--- src/rtl/tlp_rr_arbiter.sv ---
// Round-robin arbiter sharing one transaction-layer datapath among NUM_REQ requesters,
// granting bursts of up to MAX_BURST beats. Optional per-requester grant counters: GRANT_STATS_EN.
module tlp_rr_arbiter #(
  parameter int NUM_REQ   = 4,
  parameter int DATA_W    = 12,
  parameter int MAX_BURST = 4
`ifdef GRANT_STATS_EN
  , parameter int CNT_W   = 5
`endif
) (
  input  logic                      clk,
  input  logic                      reset,
  input  logic [NUM_REQ-1:0]        req,
  input  logic [NUM_REQ*DATA_W-1:0] data_in,
  input  logic [NUM_REQ-1:0]        last,
  input  logic                      out_ready,
  output logic [NUM_REQ-1:0]        gnt,
  output logic                      out_valid,
  output logic [DATA_W-1:0]         out_data,
  output logic                      busy
`ifdef GRANT_STATS_EN
  , output logic [NUM_REQ*CNT_W-1:0] grant_cnt
`endif
);

  localparam int IDX_W  = $clog2(NUM_REQ);
  localparam int BEAT_W = $clog2(MAX_BURST) + 1;
  localparam logic [BEAT_W-1:0] BEAT_LAST = BEAT_W'(MAX_BURST - 1);
  localparam logic [IDX_W-1:0]  PTR_RST   = IDX_W'(NUM_REQ - 1);

  typedef enum logic {
    IDLE  = 1'b0,
    GRANT = 1'b1
  } state_e;

  state_e              state_q, state_d;
  logic [IDX_W-1:0]    ptr_q, ptr_d;
  logic [IDX_W-1:0]    g_q, g_d;
  logic [BEAT_W-1:0]   beat_cnt_q, beat_cnt_d;
  logic [NUM_REQ-1:0]  gnt_q, gnt_d;

  logic                sel_vld;
  logic [IDX_W-1:0]    sel_idx;
  logic                xfer;
  logic                rel;

  // Rotating priority scan: the requester just served (ptr) is examined last.
  always_comb begin
    int               cand;
    logic [IDX_W-1:0] cand_idx;
    // NOTE: every combinational output gets a default first, so no path leaves it unassigned (no latch).
    sel_vld  = 1'b0;
    sel_idx  = '0;
    cand     = 0;
    cand_idx = '0;
    for (int k = 1; k <= NUM_REQ; k++) begin
      cand     = (int'(ptr_q) + k) % NUM_REQ;
      cand_idx = IDX_W'(cand);
      if (!sel_vld && req[cand_idx]) begin
        sel_vld = 1'b1;
        sel_idx = cand_idx;
      end
    end
  end

  assign xfer = out_valid & out_ready;
  assign rel  = busy & ((xfer & (last[g_q] | (beat_cnt_q == BEAT_LAST))) | ~req[g_q]);

  // State register.
  always_ff @(posedge clk) begin
    // NOTE: reset is synchronous; it is sampled only on the clock edge, like any other input.
    if (!reset) begin
      state_q    <= IDLE;
      ptr_q      <= PTR_RST;
      g_q        <= '0;
      gnt_q      <= '0;
      beat_cnt_q <= '0;
    end else begin
      // NOTE: non-blocking assignments so every register samples the pre-edge values.
      state_q    <= state_d;
      ptr_q      <= ptr_d;
      g_q        <= g_d;
      gnt_q      <= gnt_d;
      beat_cnt_q <= beat_cnt_d;
    end
  end

  // Next-state logic.
  always_comb begin
    state_d    = state_q;
    ptr_d      = ptr_q;
    g_d        = g_q;
    gnt_d      = gnt_q;
    beat_cnt_d = beat_cnt_q;
    case (state_q)
      IDLE: begin
        gnt_d = '0;
        if (sel_vld) begin
          state_d    = GRANT;
          g_d        = sel_idx;
          gnt_d      = NUM_REQ'(1) << sel_idx;
          beat_cnt_d = '0;
        end
      end
      GRANT: begin
        if (rel) begin
          // Always drop to IDLE: one bubble between grants keeps arbitration registered.
          state_d    = IDLE;
          ptr_d      = g_q;
          gnt_d      = '0;
          beat_cnt_d = '0;
        end else if (xfer) begin
          beat_cnt_d = beat_cnt_q + BEAT_W'(1);
        end
      end
    endcase
  end

  // Outputs.
  always_comb begin
    gnt       = gnt_q;
    busy      = (state_q == GRANT);
    out_valid = 1'b0;
    out_data  = '0;
    if (state_q == GRANT) begin
      out_valid = req[g_q];
      out_data  = data_in[int'(g_q)*DATA_W +: DATA_W];
    end
  end

`ifdef GRANT_STATS_EN
  logic [NUM_REQ*CNT_W-1:0] grant_cnt_q;

  // Counts IDLE->GRANT entries per requester; wraps naturally at 2^CNT_W.
  always_ff @(posedge clk) begin
    if (!reset) begin
      grant_cnt_q <= '0;
    end else if ((state_q == IDLE) && sel_vld) begin
      grant_cnt_q[int'(sel_idx)*CNT_W +: CNT_W] <=
        grant_cnt_q[int'(sel_idx)*CNT_W +: CNT_W] + CNT_W'(1);
    end
  end

  assign grant_cnt = grant_cnt_q;
`endif

endmodule

--- config.mk ---
export PLATFORM = sky130hd
export DESIGN_NAME = tlp_rr_arbiter
export DESIGN_NICKNAME = d
export VERILOG_FILES = /design/src/rtl/tlp_rr_arbiter.sv
export SDC_FILE = /design/constraint.sdc
export NUM_CORES = 1
export LEC_CHECK = 0
export CAP_MARGIN = 20
export CELL_PAD_IN_SITES_DETAIL_PLACEMENT = 2
export CELL_PAD_IN_SITES_GLOBAL_PLACEMENT = 2
export CORE_MARGIN = 2
export CORE_UTILIZATION = 18
export CTS_BUF_LIST = sky130_fd_sc_hd__clkbuf_8 sky130_fd_sc_hd__clkbuf_16
export DETAILED_ROUTE_END_ITERATION = 8
export PLACE_DENSITY_LB_ADDON = 0.1
export SYNTH_ARGS = -nofsm -noshare
export SYNTH_HDL_FRONTEND = slang
export SYNTH_SLANG_ARGS = --single-unit
--- constraint.sdc ---
create_clock -name clk -period 2.33 [get_ports clk]
set_input_delay 0.466 -clock clk [delete_from_list [all_inputs] [get_ports clk]]
set_output_delay 0.466 -clock clk [all_outputs]
set_load 0.03 [all_outputs]
Yosys cells after proc, flatten, opt, wreduce, memory -nomap -nowiden
Index checks and enable logic that the tools add are counted.
{"block": "op_classes", "addsub": 5, "mul": 1, "magnitude_cmp": 5, "eq_ne": 4, "n_shift": 2, "mux": 32, "n_bitwise": 7, "reduce_logical": 9}
{"operator": "48-bit by 7-bit indexed part select with 12-bit output", "n": 1}
{"operator": "2-bit by 3-bit < comparator with 1-bit output (second input constant)", "n": 5}
{"operator": "1-bit two-way mux", "n": 13}
{"operator": "1-bit binary-select mux with 2-bit select", "n": 6}
{"operator": "12-bit two-way mux", "n": 1}
{"operator": "3-bit two-way mux", "n": 3}
{"operator": "2-bit two-way mux", "n": 4}
{"operator": "4-bit two-way mux", "n": 2}
{"operator": "4-bit case mux with 2 select lines", "n": 1}
{"operator": "3-bit case mux with 2 select lines", "n": 1}
{"operator": "2-bit AND reduction", "n": 3}
{"operator": "2-bit by 1-bit adder with 2-bit output (second input constant)", "n": 2}
{"operator": "2-bit adder (second input constant)", "n": 2}
{"operator": "2-bit by 2-bit multiplier with 4-bit output (second input constant)", "n": 1}
{"operator": "1-bit by 2-bit << shifter with 4-bit output (first input constant)", "n": 1}
{"operator": "3-bit by 1-bit adder with 3-bit output (second input constant)", "n": 1}
{"operator": "1-bit bitwise AND", "n": 3}
{"operator": "3-bit by 2-bit equality test with 1-bit output (second input constant)", "n": 1}
{"operator": "1-bit logical AND", "n": 3}
{"operator": "1-bit zero test", "n": 3}
{"operator": "3-bit by 1-bit inequality test with 1-bit output (second input constant)", "n": 1}
{"operator": "2-bit by 1-bit inequality test with 1-bit output (second input constant)", "n": 1}
{"operator": "2-bit inequality test (second input constant)", "n": 1}
{"operator": "1-bit NOT", "n": 2}
{"operator": "2 further kinds", "n": 3}
{"block": "word_totals", "reg_bits": 12, "inputBits": 59, "output_inout_bits": 18, "elab_cells": 70}

Depth between registers and ports, before layout
{"block": "logic_depth", "word_depth": 16, "depth_mapped": 6}

Worst setup path before layout
OpenSTA, ideal clock, no wires.
{"block": "synth_timing", "path_kind": "register -> output", "startpoint": "register g_q[0]", "endpoint": "output out_data[10]", "t_arrival_ns": 1.481, "t_required_ns": 1.864, "setup_slack_ns": 0.383, "stages_incl_launch_ff": 5, "path_buffers": 2, "path_cell_list": "dfxtp_1 > buf_6 > buf_2 > mux4_2 > and2_1"}
{"block": "synth_between", "elab_chain_len": 3}
{"item": "from (decl)", "line_no": "38", "rtl": "logic [IDX_W-1:0] g_q, g_d;"}
{"item": "from (signal assigned)", "line_no": "82", "rtl": "g_q <= g_d;"}
{"item": "2-bit by 2-bit multiplier with 4-bit output", "line_no": "127", "rtl": "out_data = data_in[int'(g_q)*DATA_W +: DATA_W];"}
{"item": "48-bit by 7-bit indexed part select with 12-bit output", "line_no": "127"}
{"item": "12-bit two-way mux", "line_no": "125", "rtl": "if (state_q == GRANT) begin"}
{"item": "to (decl)", "line_no": "19", "rtl": "output logic [DATA_W-1:0] out_data,"}
Every way passes these cells.

Worst setup path after layout
{"block": "layout_timing", "startpoint": "input data_in[41]", "endpoint": "output out_data[5]"}
{"block": "layout_between", "elab_chain_len": 2}
{"item": "from (decl)", "line_no": "14", "rtl": "input logic [NUM_REQ*DATA_W-1:0] data_in,"}
{"item": "48-bit by 7-bit indexed part select with 12-bit output", "line_no": "127"}
{"item": "12-bit two-way mux", "line_no": "125"}
Every way passes these cells.

==> PnR_summary.wiki <==
{| class="wikitable"
! Metric !! Value
|-
| Post-Synthesis Mean Instance Area || between 10 and 15 um^2
|-
| Achievable clock frequency || approximately 0.44 GHz
|-
| Status || finished clean
|-
| Register bit total from synthesis || 12
|-
| Number of synthesized flops with an enable pin || 0
|-
| Setup skew after layout || 0.004460 ns
|-
| Met3 routed WL || 252 um
|-
| Slowest stage delay, CP || 0.45 ns
|-
| Estimated wirelength of the detail-placed design || 3.716 mm
|-
| Placed cells || 259
|-
| Total clock buffers created by CTS || 3
|-
| Final wirelength || 4.463 mm
|-
| Avg Vias per Cell || about 4.6
|-
| Wire length on met1 || 1.862 mm
|-
| Setup repair after global routing missed its margin || no
|-
| Antenna violations before repair || 0
|-
| Length of the first detailed-routing pass in iterations || 2
|-
| Type of the worst setup path || in2out
|-
| GR Util All Layers || 0.1434
|-
| Logic depth of the worst setup path including buffers || 4
|-
| Maximum number of pins on one net before global-route repair || 17
|-
| Cell accounting for the most synthesized area || sky130_fd_sc_hd__dfxtp_1
|-
| Critical-path maximum fanout || 1
|-
| Worst hold slack || 0.4668 ns
|-
| Largest cells by area after synthesis || sky130_fd_sc_hd__dfxtp_1 23%, sky130_fd_sc_hd__mux4_2 22%, sky130_fd_sc_hd__mux4_1 7.6%, sky130_fd_sc_hd__and2_1 7.2%, sky130_fd_sc_hd__nor2_1 4.3%
|-
| Post-synth top area share || 0.2308
|-
| Yosys Warn Count || 0
|-
| Number of hold-repair buffers added at the cts stage || 0
|-
| Horizontal extent of the die || 80.05 um
|-
| Detail-routed net length per standard cell || 16.97 um
|-
| CP Capture Point || out_data[5]
|-
| Starting density of the core || 0.1879
|-
| Clock tree from TritonCTS || done
|-
| Register area share after synthesis || 0.2308
|-
| Launch point of the worst reg-to-reg path || g_q[0]$_SDFFE_PN0P_
|-
| Total via count after detailed routing || 1200
|-
| Crit path setup slack, layout || 0.04654 ns
|-
| Fraction of layout instances using a drive strength above 1 || 0.2251
|-
| Total grt overflow || 0
|-
| Clock input transition at the sequential cells of the worst setup and hold paths || approximately 0.06 ns
|-
| Max-slew violation total from the final report || 0
|-
| Number of buffers on the longest clock path || 2
|-
| Met2 wire length || about 2.3 mm
|-
| Number of antenna cells inserted || 0
|-
| Number of cells produced by synthesis || 103
|-
| Category of cells accounting for the largest share of critical-path delay || buffers and inverters
|-
| Via count of the first global-routing pass || roughly 1400
|-
| Number of placed I/O pins || between 70 and 80
|-
| Final Wtd Congestion || 0.6940
|-
| Nature of the critical path startpoint || input port
|-
| Worst-Margin Slew || approximately 0.54 ns
|-
| Count of antenna-violating nets left after detailed routing || 0
|-
| Capturing point of the worst reg2reg path || beat_cnt_q[0]$_SDFFE_PN0P_
|-
| Slew headroom || 0.6411
|-
| Lkg Pwr || 0.7946 nW
|-
| Worst Reg2Reg Path Length in Cells || 6
|-
| Commonest cells in the synthesized netlist || 12 x sky130_fd_sc_hd__and2_1, 12 x sky130_fd_sc_hd__dfxtp_1, 12 x sky130_fd_sc_hd__nor2_1, 10 x sky130_fd_sc_hd__mux4_2, 8 x sky130_fd_sc_hd__inv_1
|-
| Net count of the finished layout || 253
|-
| Final hold violation count || 0
|-
| FP Rows || 27
|-
| Buffers added on ports || 76
|-
| Total power per unit cell area || 462.0 mW/mm^2
|-
| Layout overhead on the synthesized area || 91.47%
|-
| Reg-to-reg setup timing slack || 0.44 ns
|-
| Endpoint type of the worst setup path || output port
|-
| Required time at the endpoint of the critical path || 1.86 ns
|-
| Drc violations || 0
|-
| Cell Chain, Critical Path || clkdlybuf4s50_1 > mux4_2 > and2_1 > clkdlybuf4s15_1
|-
| CTS H-tree lvls || 1
|-
| Slowest cell on crit path || sky130_fd_sc_hd__mux4_2
|-
| Worst skew pair latency || approximately 0.25 ns
|-
| Die height || 80.05 um
|-
| Count of placed standard cells in the final layout, fillers left out || roughly 260
|-
| Initial detailed-routing violation count || 16
|-
| Main flop type after synthesis || sky130_fd_sc_hd__dfxtp_1
|-
| Max-cap check violation count || 0
|-
| Netlist cell types || 32
|-
| Max IR drop VDD || 293.0 uV
|-
| Number of nets in the synthesized netlist || between 150 and 200
|-
| Number of sinks on the clock net || 12
|-
| CP Buf/Inv Count || 2
|-
| Worst slack after detailed placement || -0.2924 ns
|-
| Highest signal layer in the routed design || met4
|-
| Die Outline Area || 0.006408 mm^2
|-
| Number of failing setup endpoints in the final timing report || 0
|-
| Wire length of the first global-routing pass || 7.010 mm
|-
| Hold Crit Class || reg2reg
|-
| Cell area after technology mapping || 0.001041 mm^2
|-
| Core region area || 0.005540 mm^2
|-
| Fraction of registers with async set or reset after synthesis || 0
|-
| Clock root buffer || sky130_fd_sc_hd__clkbuf_8
|-
| Arrival @ worst endpoint || 1.82 ns
|-
| Min cycle time layout || ~2.3 ns
|-
| Post-route fraction of the period consumed by the critical path || 0.9800
|-
| Launching element of the worst setup path || data_in[41]
|}
==> report_power, final <==
part           internal (mW)  switching (mW)  total, mW
Combinational          0.249           0.192      0.441
Clock                  0.150          0.0873      0.237
Sequential             0.223          0.0200      0.243
Total                  0.621           0.300      0.921
==> per-layer routing <==
| metal | GRT usage | vias to the layer above |
|---|---|---|
| li1 | - | 569 |
| met1 | 0.1560 | 577 |
| met2 | 0.2808 | 49 |
| met3 | 0.02360 | 5 |
| met4 | 0.04068 | 0 |
| met5 | 0 | - |
==> layout make-up <==
type                    instances  area, um^2
fillers                       613        3547
repair buffers                 90       838.3
multi-input cells              77       739.5
flip-flops and latches         12       240.2
well taps                      72       90.09
clock buffers                   4       55.05
inverters                       8       30.03
==> timing repair <==
item | in CTS | in global routing
buffers inserted | 0 | 0
setup endpoints to repair | 13 | 11
gates resized for setup | 22 | 22
gates cloned | 0 | 0
==> metrics by stage <==
stage / instance area, um^2 / total power, mW / utilization / TNS, ns
finish: 1993 / 0.9209 / 0.3598 / 0
global route: 1993 / 0.9766 / 0.3598 / 0
CTS: 2028 / 0.9405 / 0.3661 / 0
detailed placement: 1978 / 0.7103 / 0.3570 / -3.019
global placement: 1978 / 0.6959 / 0.3570 / -2.746
floorplan: 1041 / 0.4775 / - / 0
==> registers in the layout, summed over array words and instances, names as in the netlist <==
name / count
beat_cnt_q: 3
busy: 1
g_q: 2
gnt: 4
ptr_q: 2
==> how the worst min path moves through the flow <==
stage | to | slack [ns] | cells after the start | from
after floorplan | beat_cnt_q[2]$_SDFFE_PN0P_ | 0.47 | 1 | beat_cnt_q[2]$_SDFFE_PN0P_
after global placement | gnt[3]$_SDFFE_PN0P_ | 0.45 | 1 | gnt[3]$_SDFFE_PN0P_
after detailed placement | gnt[3]$_SDFFE_PN0P_ | 0.45 | 1 | gnt[3]$_SDFFE_PN0P_
after CTS | gnt[3]$_SDFFE_PN0P_ | 0.47 | 1 | gnt[3]$_SDFFE_PN0P_
after global routing | gnt[2]$_SDFFE_PN0P_ | 0.50 | 1 | gnt[2]$_SDFFE_PN0P_
final | gnt[3]$_SDFFE_PN0P_ | 0.47 | 1 | gnt[3]$_SDFFE_PN0P_
==> logic make-up (layout without fill, tap and decap cells) <==
group | Yosys count | after routing | share of synthesized area
fa+ha+maj | 2 | 2 | 0.02403
mux | 17 | 17 | 0.3305
simple gates | 38 | 38 | 0.1983
flops | 12 | 12 | 0.2308
buf+inv | 14 | 102 | 0.05889
compound gates | 20 | 20 | 0.1575
==> cell usage in the layout (no fill, tap or decap), drive strengths merged, types with 3 or more instances in the layout <==
cell type	instances
nor2	12
and2	12
mux2i	4
clkdlybuf4s50	63
buf	16
clkdlybuf4s15	3
o21ai	3
nor3	3
dfxtp	12
a32o	4
inv	8
clkbuf	12
mux4	13
nand2b	3
(Power assumes the default switching activity.)
